<file path="src/rtl/baud_cfg_ctrl.sv">
// baud_cfg_ctrl: sequences a baud-rate change into tick_generator.
// Takes a validated request, holds off new frames and waits for both
// engines to drain. It then applies the code and waits for tx_tick to
// settle before it reports done.
// Handshake: a request transfers on a rising clk edge where
// cfg_valid && cfg_ready. cfg_ready is high only while the FSM is in IDLE.
// The done and err pulses appear one cycle after the DONE/ERR state, in the
// same cycle that cfg_ready returns high.
module baud_cfg_ctrl #(
    parameter int BAUD_W        = 17,
    parameter int DRAIN_TIMEOUT = 65535,
    parameter int SETTLE_TICKS  = 2
) (
    input  logic              clk,
    input  logic              reset,
    input  logic              cfg_valid,
    input  logic [BAUD_W-1:0] cfg_baud,
    output logic              cfg_ready,
    input  logic              tx_busy,
    input  logic              rx_busy,
    input  logic              tx_tick,
    output logic [BAUD_W-1:0] baud_rate,
    output logic              frame_hold,
    output logic              cfg_done,
    output logic              cfg_err,
    output logic [1:0]        err_code,
    output logic [2:0]        dbg_state
);

    localparam int DW = $clog2(DRAIN_TIMEOUT + 1);
    localparam int SW = $clog2(SETTLE_TICKS + 1);

    localparam logic [BAUD_W-1:0] BAUD_RST  = BAUD_W'(9600);
    localparam logic [DW-1:0]     DRAIN_END = DW'(DRAIN_TIMEOUT - 1);
    localparam logic [DW-1:0]     DRAIN_MAX = DW'(DRAIN_TIMEOUT);
    localparam logic [SW-1:0]     TICK_END  = SW'(SETTLE_TICKS - 1);
    localparam logic [SW-1:0]     TICK_MAX  = SW'(SETTLE_TICKS);
    localparam logic [1:0]        ERR_CODE  = 2'b01;
    localparam logic [1:0]        ERR_TMO   = 2'b10;

    typedef enum logic [2:0] {
        S_IDLE   = 3'd0,
        S_CHECK  = 3'd1,
        S_DRAIN  = 3'd2,
        S_APPLY  = 3'd3,
        S_SETTLE = 3'd4,
        S_DONE   = 3'd5,
        S_ERR    = 3'd6
    } state_t;

    state_t            state;
    logic [BAUD_W-1:0] req;
    logic [DW-1:0]     drain_cnt;
    logic [SW-1:0]     tick_cnt;
    logic [1:0]        err_pend;

    // Only the rates tick_generator supports are accepted.
    function automatic logic code_ok(input logic [BAUD_W-1:0] c);
        case (c)
            BAUD_W'(4800), BAUD_W'(9600), BAUD_W'(14400), BAUD_W'(19200),
            BAUD_W'(38400), BAUD_W'(57600), BAUD_W'(115200), BAUD_W'(128000):
                code_ok = 1'b1;
            default:
                code_ok = 1'b0;
        endcase
    endfunction

    assign dbg_state = state;

    // Sequencing FSM with registered outputs.
    always_ff @(posedge clk) begin
        if (reset) begin
            state      <= S_IDLE;
            req        <= BAUD_RST;
            baud_rate  <= BAUD_RST;
            cfg_ready  <= 1'b1;
            frame_hold <= 1'b0;
            cfg_done   <= 1'b0;
            cfg_err    <= 1'b0;
            err_code   <= 2'b00;
            err_pend   <= 2'b00;
            drain_cnt  <= '0;
            tick_cnt   <= '0;
        end else begin
            cfg_done <= 1'b0;
            cfg_err  <= 1'b0;
            case (state)
                S_IDLE: begin
                    if (cfg_valid && cfg_ready) begin
                        req       <= cfg_baud;
                        cfg_ready <= 1'b0;
                        state     <= S_CHECK;
                    end
                end
                S_CHECK: begin
                    if (!code_ok(req)) begin
                        err_pend <= ERR_CODE;
                        state    <= S_ERR;
                    end else if (req == baud_rate) begin
                        // Nothing to change, so the engines are never held off.
                        state <= S_DONE;
                    end else begin
                        frame_hold <= 1'b1;
                        drain_cnt  <= '0;
                        state      <= S_DRAIN;
                    end
                end
                S_DRAIN: begin
                    // Both engines idle on the last allowed cycle still wins.
                    if (!tx_busy && !rx_busy) begin
                        state <= S_APPLY;
                    end else if (drain_cnt == DRAIN_END) begin
                        err_pend   <= ERR_TMO;
                        frame_hold <= 1'b0;
                        state      <= S_ERR;
                    end
                    if (drain_cnt != DRAIN_MAX) begin
                        drain_cnt <= drain_cnt + 1'b1;
                    end
                end
                S_APPLY: begin
                    // A tick seen here is ignored; the generator reloads first.
                    baud_rate <= req;
                    tick_cnt  <= '0;
                    state     <= S_SETTLE;
                end
                S_SETTLE: begin
                    if (tx_tick) begin
                        if (tick_cnt == TICK_END) begin
                            state <= S_DONE;
                        end
                        if (tick_cnt != TICK_MAX) begin
                            tick_cnt <= tick_cnt + 1'b1;
                        end
                    end
                end
                S_DONE: begin
                    cfg_done   <= 1'b1;
                    frame_hold <= 1'b0;
                    cfg_ready  <= 1'b1;
                    state      <= S_IDLE;
                end
                S_ERR: begin
                    cfg_err    <= 1'b1;
                    err_code   <= err_pend;
                    frame_hold <= 1'b0;
                    cfg_ready  <= 1'b1;
                    state      <= S_IDLE;
                end
                default: begin
                    cfg_ready <= 1'b1;
                    state     <= S_IDLE;
                end
            endcase
        end
    end

endmodule
</file>
<file path="config.mk">
export PLATFORM = sky130hd
export DESIGN_NAME = baud_cfg_ctrl
export DESIGN_NICKNAME = d
export VERILOG_FILES = /design/src/rtl/baud_cfg_ctrl.sv
export SDC_FILE = /design/constraint.sdc
export NUM_CORES = 1
export LEC_CHECK = 0
export ABC_AREA = 1
export CAP_MARGIN = 20
export CORE_MARGIN = 2
export CORE_UTILIZATION = 40
export CTS_BUF_LIST = sky130_fd_sc_hd__clkbuf_16
export DETAILED_ROUTE_END_ITERATION = 16
export GPL_ROUTABILITY_DRIVEN = 0
export GPL_TIMING_DRIVEN = 0
export PLACE_DENSITY = 0.63
export RECOVER_POWER = 100
export SLEW_MARGIN = 20
export SYNTH_ARGS = -nofsm -noshare
export SYNTH_HDL_FRONTEND = slang
export SYNTH_SLANG_ARGS = --single-unit
export TNS_END_PERCENT = 20
</file>
<file path="constraint.sdc">
create_clock -name clk -period 1.8 [get_ports clk]
set_clock_uncertainty 0.05 [all_clocks]
set_input_delay 0.54 -clock clk [delete_from_list [all_inputs] [get_ports clk]]
set_output_delay 0.54 -clock clk [all_outputs]
set_load 0.1 [all_outputs]
</file>
==> flow_summary.toml, run 1 <==
[critical_path]
path_cells = "nor2_4, nand2_2, nor2_4, nand3_2, nand2_2, nor2_2, nand3_4, nand3_4, clkbuf_16, nand2_2, a21oi_1"
cpMaxStageDelayCell = "dfxtp_4"
crit_required_ps = 1940
critical_path_class = "flop to flop"
r2r_slack_ps = -10
crit_start = "req[4]"
cp_common_cell = "nand2_2"
end_kind = "flop"
start_kind = "flop"
worstPathArrival_ps = 1950
r2r_cells = 11
max_stage_delay_ps = 350
r2r_end = "drain_cnt[10]"
path_max_fanout = 7
reg2reg_from = "req[4]"

[layout]
antenna_cells = 0
drive_above_1_share = 0.3119
layout.cells.non_filler = 695
fillCellCount = 790
final_area_um2 = 4679
nets = 613
fin_util = 0.5695
syn2layout_area_growth_pct = 37.85

[clock_network]
cts_root_buf = "clkbuf_16"
clock_path_buffers = 2
holdBufCountCts = 0
cts_sinks = 63
clk_pin_slew_ps = 60
cts_max_level = 3
cts_tree = "built"
cts_buffers = 9
insertion_delay_ps = 330

[routing]
postRouteAntennaNets = 0
drtIter0Drc = 226
dr.pass1.iters = 5
drt_wl_total_mm = 9.933
vias_per_cell = 5.118
vias = 3557
wl_per_cell_um = 14.29
remaining_drc_errors = 0

[worst_hold_path]
hp-start = "err_pend[0]"
whs_endpoint = "err_pend[0]"
hp-class = "flop to flop"
worstHoldPathCells = 2

[placement]
place_area_um2 = 4046
place.detailed.hpwl_mm = 6.807
dp.cells = 660
io_buffers = 48

[global_route]
grt_pass1_vias = 3281
grt_overflow = 0
grt_antenna_before_repair = 0
grt_pass1_wl_mm = 15.58
grt_max_degree = 11
track_usage = 0.2205

[synth]
synth_top_family_by_area = "simple AND/OR/NAND/NOR gates"
synthAdderAreaFrac = 0.01474
muxShareOfSynthArea = 0
synth_compound_area_frac = 0.1614
synthSimpleGateAreaFrac = 0.3111
ys_seq_area_frac = 0.3715
synth_nets = 534
synth_cell_types = 30
syn_avg_cell_area_um2 = 6.695
synth_area_um2 = 3395
netlist_instances = 507
yosys_warnings = 0
synth_xor_area_frac = 0.05418
ys_seq_elements = 63

[floorplanning]
die_x_um = 96.12
ios = 49
num_rows = 33
die-area_um2 = 9239
chipHeight_um = 96.12
fp.coreArea_um2 = 8217
initial_core_util = 0.4131

[power_and_ir_drop]
p_per_area_nw_per_um2 = 1495
p_leak_nw = 1.877
total_power_mw = 6.996
vdd_ir_drop_max_mv = 0.7694

[run]
maxCapViolCount = 0

[timing]
tightestPinTransition_ps = 619.8
fin_crit_sh = 1.007
max_slew_margin = 0.5868
finalHoldViolCount = 0
drv_slew = 0
finalCriticalPeriod_ps = 1812
grt_setup_unrepaired = "true"
fmax_ghz = 0.5517
post-route-worst-setup-slack_ps = -12.48
setup_violations = 7

[run_status]
outcome = "finished, violations left"
violations = "setup timing"
## cell usage in the layout, fill, tap and decap left out, types with 5 or more instances in the layout
cell	n
or2_2	5
nor2_4	10
a21oi_1	51
clkdlybuf4s50_1	22
nor2_1	43
dfxtp_1	23
a21oi_2	8
nor3_1	7
clkbuf_1	7
nand4_1	17
inv_2	8
xor2_1	13
clkbuf_16	11
nand2_1	89
nor2_2	17
buf_4	18
xnor2_1	8
nand3_1	22
nand2_2	12
dfxtp_2	30
dfxtp_4	10
o21ai_0	40
buf_2	24
inv_1	49
nand3_2	5
## metrics by stage
step           hold WS, ps  setup TNS, ps  worst slack [ps]
2_1_floorplan        372.4         -53.26            -40.55
3_3_place_gp         383.0         -21180            -708.5
3_5_place_dp         389.6         -21360            -693.5
4_1_cts              397.3         -281.6            -229.6
5_1_grt              411.1          -2621            -152.0
6_report             395.1         -63.49            -12.48
## critical path, delay by kind of cell, from the launching register on
family	cells	cell delay, ps
flops	1	350
simple gates	9	1010
compound gates	1	50
buf+inv	1	210
## cells by family after synthesis
kind of cell             count (synthesis)
AO/OA/AOI/OAI                          106
XOR/XNOR                                21
AND/OR/NAND/NOR                        239
adder cells (fa/ha/maj)                  4
buffers and inverters                   74
flip-flops                              63
## final cells by class
cell class | count | area [µm²] | share of cell area
Multi-Input combinational cell | 370 | 2096 | 0.4479
Sequential cell | 63 | 1336 | 0.2856
Timing Repair Buffer | 68 | 523.0 | 0.1118
Clock buffer | 10 | 250.2 | 0.05348
Inverter | 59 | 227.7 | 0.04866
Tap cell | 105 | 131.4 | 0.02807
Buffer | 15 | 92.59 | 0.01979
Clock inverter | 5 | 22.52 | 0.004813
## Yosys cell counts, drive strengths merged
library cell  instances  area (µm²)
a211oi                1       7.510
a21oi                60       311.5
a31oi                 1       6.260
buf                   5       36.28
clkbuf               10       37.54
dfxtp                63        1261
ha                    4       50.05
inv                  59       221.5
nand2               105       394.1
nand3                29       162.7
nand3b                1       7.510
nand4                18       118.9
nor2                 70       277.8
nor3                  9       50.05
nor3b                 1       7.510
o211ai                1       7.510
o21ai                43       215.2
or2                   6       37.54
xnor2                 8       70.07
xor2                 13       113.9
## worst max path at each step
stage | end | cells past startpoint
after floorplan | frame_hold | 11
after global placement | req[12] | 7
after detailed placement | req[12] | 7
after CTS | cfg_err | 1
after global routing | drain_cnt[15] | 11
final | drain_cnt[10] | 11
## report_power, final
group	switching, mW	internal [mW]	leakage (nW)
Combinational	2.21	1.08	1.21
Sequential	0.371	1.73	0.526
Clock	0.610	0.989	0.138
## routing by layer
layer	global-route usage	share of wire	vias to the layer above
li1	-	-	1819
met1	0.3219	0.51	1609
met2	0.3154	0.42	116
met3	0.03681	0.050	13
met4	0.09762	0.018	0
met5	0	0	-
## flip-flops by register name (all words and copies together) (netlist names)
register,flops
cfg_ready,1
err_code,2
drain_cnt,16
cfg_err,1
cfg_done,1
tick_cnt,2
dbg_state,3
req,17
baud_rate,17
err_pend,2
frame_hold,1
## repair_timing
| item | 4_1_cts | 5_1_grt |
|---|---|---|
| pin swaps | 5 | 17 |
| endpoints found under the setup margin | 71 | 48 |
| resized for setup | 141 | 101 |
| gates cloned | 0 | 2 |
| setup buffers | 0 | 18 |
Power figures use the tool's default switching activity.
==> inputs of run 2 (changes only) <==
clock period = 2.3 ns   (was 1.8 ns; I/O delays follow)
==> flow_summary.toml, run 2 (synthesis results as in run 1) <==
[run_status]
outcome = "finished clean"

[run]
maxCapViolCount = 0

[placement]
dp.cells = 660
place_area_um2 = 4009
io_buffers = 48
place.detailed.hpwl_mm = 6.836
dp_slack_ps = -388.3

[clock_network]
clock_path_buffers = 2
cts_sinks = 63
cts_root_buf = "clkbuf_16"
cts_max_level = 3
post_cts_buffers = 0
holdBufCountCts = 0
cts_tree = "built"
insertion_delay_ps = 320
cts_resized = 45
clk_pin_slew_ps = 50
cts_buffers = 9

[floorplanning]
die-area_um2 = 9239
fp.coreArea_um2 = 8217
num_rows = 33
ios = 49
chipHeight_um = 96.12
initial_core_util = 0.4131
die_x_um = 96.12

[timing]
tightestPinTransition_ps = 1166
finalSetupTns_ps = 0
drv_slew = 0
fmax_ghz = 0.4402
finalCriticalPeriod_ps = 2272
setup_violations = 0
post-route-worst-setup-slack_ps = 28.19
whs_ps = 392.6
grt_setup_unrepaired = "true"
max_slew_margin = 0.2257
finalHoldViolCount = 0
fin_crit_sh = 0.9877

[power_and_ir_drop]
total_power_mw = 4.727
switchingPower_mw = 2.177
internal_power_mw = 2.550
p_leak_nw = 1.690
clkPwrFrac = 0.240
comb_power_share = 0.434
p_per_area_nw_per_um2 = 1137
power_frac_seq = 0.326
vdd_ir_drop_max_mv = 0.5195
sw_frac_of_total = 0.4605

[routing]
drt_wl_total_mm = 9.073
vias = 3409
remaining_drc_errors = 0
vias_per_cell = 5.058
drtIter0Drc = 277
postRouteAntennaNets = 0
wl_per_cell_um = 13.46
dr.pass1.iters = 4

[critical_path]
crit_required_ps = 1560
cp_top_family = "buffers and inverters"
path_max_fanout = 3
cp_num_cells = 1
end_kind = "output port"
max_stage_delay_ps = 850
start_kind = "flop"
worstPathArrival_ps = 1530
r2r_cells = 7
critical_path_class = "flop to output port"
path_buf_inv = 1
cpMaxStageDelayCell = "clkdlybuf4s15_1"
path_cells = "clkdlybuf4s15_1"

[global_route]
grt_overflow = 0
grt_pass1_wl_mm = 14.85
grt_antenna_before_repair = 0
grt_max_degree = 11
track_usage = 0.2095
grt_pass1_vias = 3040

[layout]
antenna_cells = 0
nets = 593
final_common_cell = "nand2_1"
fillCellCount = 833
fin_util = 0.5059
biggestRegsByFlops = "baud_rate (17), req (17), drain_cnt (16)"
drive_above_1_share = 0.08787
layout.cells.non_filler = 674
mostFrequentLayoutCells = "105 x nand2_1, 65 x nor2_1, 62 x dfxtp_1"
final_area_um2 = 4156
syn2layout_area_growth_pct = 22.45

[worst_hold_path]
worstHoldPathCells = 2
hp-class = "flop to flop"
[run 2: power groups by stage]
stage	sequential (mW)	clock [mW]	combinational, mW
after global placement	1.55	0	2.07
final	1.54	1.13	2.05
after CTS	1.54	1.15	2.06
after global routing	1.57	1.21	2.26
after detailed placement	1.56	0	2.08
after floorplan	1.99	0	1.09
[run 2: layout make-up]
cell class	count	area [µm²]	area share
Multi-Input combinational cell	370	1841	0.4428
Inverter	59	221.5	0.05328
Timing Repair Buffer	48	382.9	0.09211
Tap cell	105	131.4	0.03161
Clock inverter	5	18.77	0.004515
Sequential cell	63	1262	0.3037
Clock buffer	9	225.2	0.05418
Buffer	15	73.82	0.01776
[run 2: path summary, 6_finish.rpt]
path | startpoint | endpoint | slack (ps)
min reg2reg | err_code[1] | err_code[1] | 390
min | err_code[1] | err_code[1] | 390
max reg2reg | dbg_state[1] | req[16] | 250
max | cfg_ready | cfg_ready | 30
[run 2: per-layer routing]
| metal | global-route usage | vias up | wire [µm] |
|---|---|---|---|
| li1 | - | 1769 | - |
| met1 | 0.3083 | 1543 | 4654 |
| met2 | 0.3015 | 89 | 3811 |
| met3 | 0.04464 | 8 | 507 |
| met4 | 0.06786 | 0 | 100 |
| met5 | 0 | - | 0 |
